`src/rtl/magic_square_loader.sv`:
```
// Collects nine digits over valid/ready into a row-major 3x3 square and holds it
// until acknowledged, tracking repeated and out-of-range digits along the way.
module magic_square_loader #(
  parameter int W         = 4,
  parameter int MAX_DIGIT = 9
) (
  input  logic         clock,
  input  logic         reset,
  input  logic [W-1:0] num_in,
  input  logic         num_valid,
  output logic         num_ready,
  input  logic         clear,
  input  logic         square_ack,
  output logic [W-1:0] num1,
  output logic [W-1:0] num2,
  output logic [W-1:0] num3,
  output logic [W-1:0] num4,
  output logic [W-1:0] num5,
  output logic [W-1:0] num6,
  output logic [W-1:0] num7,
  output logic [W-1:0] num8,
  output logic [W-1:0] num9,
  output logic         square_valid,
  output logic [3:0]   count,
  output logic         dup_seen,
  output logic         bad_digit
);

  typedef enum logic {LOAD, FULL} state_t;

  state_t         state_reg, state_next;
  logic [W-1:0]   slot_reg  [9];
  logic [W-1:0]   slot_next [9];
  logic [3:0]     count_reg, count_next;
  logic [MAX_DIGIT:1] seen_reg, seen_next;
  logic           dup_reg, dup_next;
  logic           bad_reg, bad_next;
  logic           legal;

  assign legal = (num_in != '0) && (num_in <= W'(MAX_DIGIT));

  always_ff @(posedge clock) begin
    if (reset) begin
      state_reg <= LOAD;
      count_reg <= '0;
      seen_reg  <= '0;
      dup_reg   <= 1'b0;
      bad_reg   <= 1'b0;
      for (int i = 0; i < 9; i++) slot_reg[i] <= '0;
    end else begin
      state_reg <= state_next;
      count_reg <= count_next;
      seen_reg  <= seen_next;
      dup_reg   <= dup_next;
      bad_reg   <= bad_next;
      for (int i = 0; i < 9; i++) slot_reg[i] <= slot_next[i];
    end
  end

  always_comb begin
    state_next = state_reg;
    count_next = count_reg;
    seen_next  = seen_reg;
    dup_next   = dup_reg;
    bad_next   = bad_reg;
    for (int i = 0; i < 9; i++) slot_next[i] = slot_reg[i];

    // clear and release both return the loader to its empty state
    if (clear || (state_reg == FULL && square_ack)) begin
      state_next = LOAD;
      count_next = '0;
      seen_next  = '0;
      dup_next   = 1'b0;
      bad_next   = 1'b0;
      for (int i = 0; i < 9; i++) slot_next[i] = '0;
    end else if (state_reg == LOAD && num_valid) begin
      for (int i = 0; i < 9; i++) begin
        if (count_reg == 4'(i)) slot_next[i] = num_in;
      end
      count_next = 4'(count_reg + 4'd1);
      if (legal) begin
        for (int d = 1; d <= MAX_DIGIT; d++) begin
          if (num_in == W'(d)) begin
            if (seen_reg[d]) dup_next = 1'b1;
            seen_next[d] = 1'b1;
          end
        end
      end else begin
        bad_next = 1'b1;
      end
      if (count_reg == 4'd8) state_next = FULL;
    end
  end

  assign num_ready    = (state_reg == LOAD);
  assign square_valid = (state_reg == FULL);
  assign count        = count_reg;
  assign dup_seen     = dup_reg;
  assign bad_digit    = bad_reg;

  assign num1 = slot_reg[0];
  assign num2 = slot_reg[1];
  assign num3 = slot_reg[2];
  assign num4 = slot_reg[3];
  assign num5 = slot_reg[4];
  assign num6 = slot_reg[5];
  assign num7 = slot_reg[6];
  assign num8 = slot_reg[7];
  assign num9 = slot_reg[8];

endmodule
```
`config.mk`:
```
export PLATFORM = sky130hd
export DESIGN_NAME = magic_square_loader
export DESIGN_NICKNAME = d
export VERILOG_FILES = /design/src/rtl/magic_square_loader.sv
export SDC_FILE = /design/constraint.sdc
export NUM_CORES = 1
export LEC_CHECK = 0
export BUFFER_PORTS_ARGS = -buffer_cell sky130_fd_sc_hd__buf_4
export CAP_MARGIN = 20
export CORE_UTILIZATION = 56
export DETAILED_ROUTE_END_ITERATION = 10
export PLACE_DENSITY_LB_ADDON = 0.12
export SLEW_MARGIN = 20
export SYNTH_ARGS = -nofsm -noshare
export SYNTH_HDL_FRONTEND = slang
export SYNTH_SLANG_ARGS = --single-unit
```
`constraint.sdc`:
```
create_clock -name clock -period 2.2 [get_ports clock]
set_input_delay 0.33 -clock clock [delete_from_list [all_inputs] [get_ports clock]]
set_output_delay 0.33 -clock clock [all_outputs]
set_load 0.02 [all_outputs]
```
Yosys cells after proc, flatten, opt, wreduce, memory -nomap -nowiden. Memories as Yosys holds them, arrays and structs flattened. Index checks and enable logic that the tools add are counted. Widths: inputs -> output; s select.

Add/sub/neg operators: 1. Order comparisons: 1. Equal/unequal tests: 17. Mux-type cells: 47. Bitwise gates (word level): 11. Reductions and logical operators: 19.

Operators with widths (number): $mux 36 (2); $mux 4 (18); $eq 4x3->1 const B (8); $mux 1 (27); $reduce_and 3->1 (9); $eq 4x2->1 const B (4); $eq 4x4->1 const B (3); $or 1x1->1 (9); $eq 4x1->1 const B (2); $reduce_and 2->1 (3); $add 4x1->4 const B (1); $le 4x4->1 const B (1); $logic_not 4->1 (1); $reduce_bool 4->1 (1); $logic_and 1x1->1 (3); $not 1->1 (2); $reduce_or 2->1 (1); $logic_or 1x1->1 (1).

Register bits after elaboration: 16. RAM bits: 36. Input bits: 9. Output and inout bits: 44. Word-level logic and storage cells: 110. Memories: 1.

Memories: slot_reg (depth 9, bits a word 4, rd ports 9, clocked after memory_dff 0, wr ports 9, line 32) `logic [W-1:0] slot_reg [9];`.

Logic depth before layout (Yosys ltp).
Depth after elaboration: 24. Gate-level depth with buffers: 6. Mapped depth without buffers: 5.

Least setup slack after synthesis. Ideal clock, no wire load.

Kind: register to register. Start: register count_reg[0], in the netlist count[0]. End: memory slot_reg[8][0], in the netlist slot_reg[0][32]. Setup time: 128 ps. Data arrival time: 1297 ps. Required time: 2072 ps. Setup slack: 776 ps. Cell stages (with the launch flop): 6. Buffers on the path: 0. Clock period less this slack: 1424 ps. Path through: dfxtp_1 -> inv_1 -> ha_1 -> nand4b_1 -> mux2i_1 -> nor2_1.

RTL lines: start: declaration (line 34) `logic [3:0] count_reg, count_next;`; start signal: assignment (line 52) `count_reg <= count_next;`; end: declaration (line 32).

==> reports/qor.txt <==
die extent in x: 63.0 um
Cells after DPL: 332
Seq/Total Area, Yosys: 0.500
hold crit path type: in2reg
outcome: completed
H-tree depth: 2
clk_lat worst skew: 0.30 ns
I/O pin total: 53
CP cell instances: inv_1, ha_1, nand4b_1, mux2i_1, nor2_1
die height: 63.0 um
Crit Path Max Fanout: 11
Post-synth EDFFs: 0
clock power share: 0.374
Mapped Nets: 264
antenna-violating nets left: 0
WL/cell: 13.8 um
first-pass GRT wire length: 8030 um
CTS resizes: 0
TritonRoute pass-1 iters: 4
# hold bufs at CTS: 0
leading cell types by count after synthesis: dfxtp_1 (52), nand2_1 (46), a21oi_1 (40), nand3_1 (32), nor2_1 (20)
Final Cycle Share: 0.754
Sw Share: 0.223
final total negative setup slack: 0 ns
clk buf depth: 2
Slew headroom: 0.622
Initial Utilization: 0.605
sequential share of power: 0.559
initial antenna violation count: 0
number of max-cap violations: 0
total power: 0.00170 W
top cells by area, synth: dfxtp_1 (50%), a21oi_1 (9.6%), nand2_1 (8.3%)
Synth Instances: 251
most numerous cell in the Yosys netlist: dfxtp_1
# nets final: 306
yosys warns: 0
CP arrival: 1.83 ns
R2R depth: 5
Setup Skew: 0.00955 ns
RSZ-0062 raised after global routing: no
critical path startpoint category: register
global route overflow: 0
clk sinks: 52
Yosys reg bits: 52
kind of cell adding the most delay to the critical path: simple AND/OR/NAND/NOR gates
CTS tree: built
Antenna Cells: 0
worst path buffer plus inverter count: 1
slowest stage delay, CP: 0.39 ns
Area Overhead vs Synth: 24.4%
Crit. End Element: register
Final Non-Filler Cells: 340
synthesized cell area: 2080 um^2
number of hold violations in the final report: 0
layout cells sized above 1: 0.228
Avg Vias per Cell: 5.47
Die Area: 3970 um^2
cell depth of the worst setup path: 5
IO buf count: 52
number of CTS-inserted buffers: 5
post-route core utilization: 0.753
Tot GR Track Use: 0.258
maximum clock rate: 603 MHz
area leader, netlist: dfxtp_1
share of the synthesized area in the top cell type: 0.500
number of remaining DRC errors: 0
DR vias: 1859
Cells on Worst Hold Path: 3
Net Switching: 0.000380 W
routed wire length: 4700 um
endpoints failing setup: 0
Max rail drop VDD: 0.614 mV
initial DRC count: 178
largest net degree at the start of global routing: 38
slowest CP cell: ha_1
combinational power share: 0.067
internal power: 0.00132 W
Setup CP Type: reg2reg
number of global-route vias before repair: 1717
core area: 3440 um^2
Routability Congestion: 0.857
root buf cell: clkbuf_8
synthesized area per cell: 8.30 um^2
Post-CTS Repair Setup Buffers: 0
Final min period: 1.66 ns
clock-pin slew of the registers on the worst-case setup and hold paths: 0.09 ns
row count: 21
Least-Margin Pin Slew: 0.568 ns
Final HPWL DP: 3130 um
FFs w/ async S/R, synth: 0
ys flop type: dfxtp_1
Slew Limit Fails: 0
Required @ worst endpoint: 2.37 ns
max FFs per register: 36
Leak Pwr: 1.03 nW
pwr dens: 657 nW/um^2
library cells used by synthesis: 31
final timing paths:
kind / to / from / slack (ns)
worst max register to register: slot_reg[0][35] / count[0] / 0.54
worst max-delay path: slot_reg[0][35] / count[0] / 0.54
worst min-delay path: slot_reg[0][23] / num_in[3] / 0.38
worst min register to register: slot_reg[0][30] / slot_reg[0][30] / 0.46
layout by cell type (no fill, tap or decap), types with 2 or more instances in the layout:
cell type  instances
nand2_1           46
or4_1              2
mux2i_1            5
xor2_1             2
nand3_1           32
buf_4             55
nor2_1            20
dfxtp_1           52
clkbuf_8           5
a21oi_1           40
nor2b_1            3
nor3b_1            2
ha_1               4
inv_1              4
a31oi_1            5
stage by stage:
| step | hold WS (ns) | setup WS [ns] | cell area, um^2 |
|---|---|---|---|
| 2_1_floorplan | 0.428 | 0.776 | 2080 |
| 3_3_place_gp | 0.440 | 0.619 | 2480 |
| 3_5_place_dp | 0.448 | 0.542 | 2480 |
| 4_1_cts | 0.372 | 0.524 | 2590 |
| 5_1_grt | 0.367 | 0.371 | 2590 |
| 6_report | 0.377 | 0.541 | 2590 |
per-layer routing:
metal	vias to the layer above	share of wire	track usage
met5	-	0	0
met4	0	0.0045	0.0756
met2	63	0.47	0.409
li1	937	-	-
met3	2	0.061	0.0821
met1	857	0.47	0.334
area by class of cell:
type / instances / area (um^2)
clock inverter: 2 / 35.0
tap: 46 / 57.6
multi-input combinational: 173 / 935
sequential: 52 / 1040
fill: 293 / 850
timing repair buffer: 56 / 433
inverter: 5 / 18.8
clock buffer: 6 / 72.6
worst min-delay path, cell delays in order:
cell,delay (ns)
buf_4,0.17
nand3_1,0.08
a21oi_1,0.05
power groups by stage:
| stage | Sequential [W] | Clock [W] | Combinational, W |
|---|---|---|---|
| after global placement | 0.000973 | 0 | 0.000112 |
| after floorplan | 0.000979 | 0 | 0.0000690 |
| after CTS | 0.000951 | 0.000647 | 0.000115 |
| after global routing | 0.000952 | 0.000696 | 0.000126 |
| after detailed placement | 0.000973 | 0 | 0.000114 |
| final | 0.000951 | 0.000637 | 0.000115 |
kinds of logic (layout without fill, tap and decap cells):
kind of cell,after synthesis,after routing,synth area share
compound gates,49,49,0.126
xor+xnor,2,2,0.00841
fa+ha+maj,4,4,0.0240
buf+inv,26,69,0.0546
flops,52,52,0.500
mux,7,7,0.0420
simple gates,111,111,0.246
No activity file was read; power rests on OpenSTA's default activity.
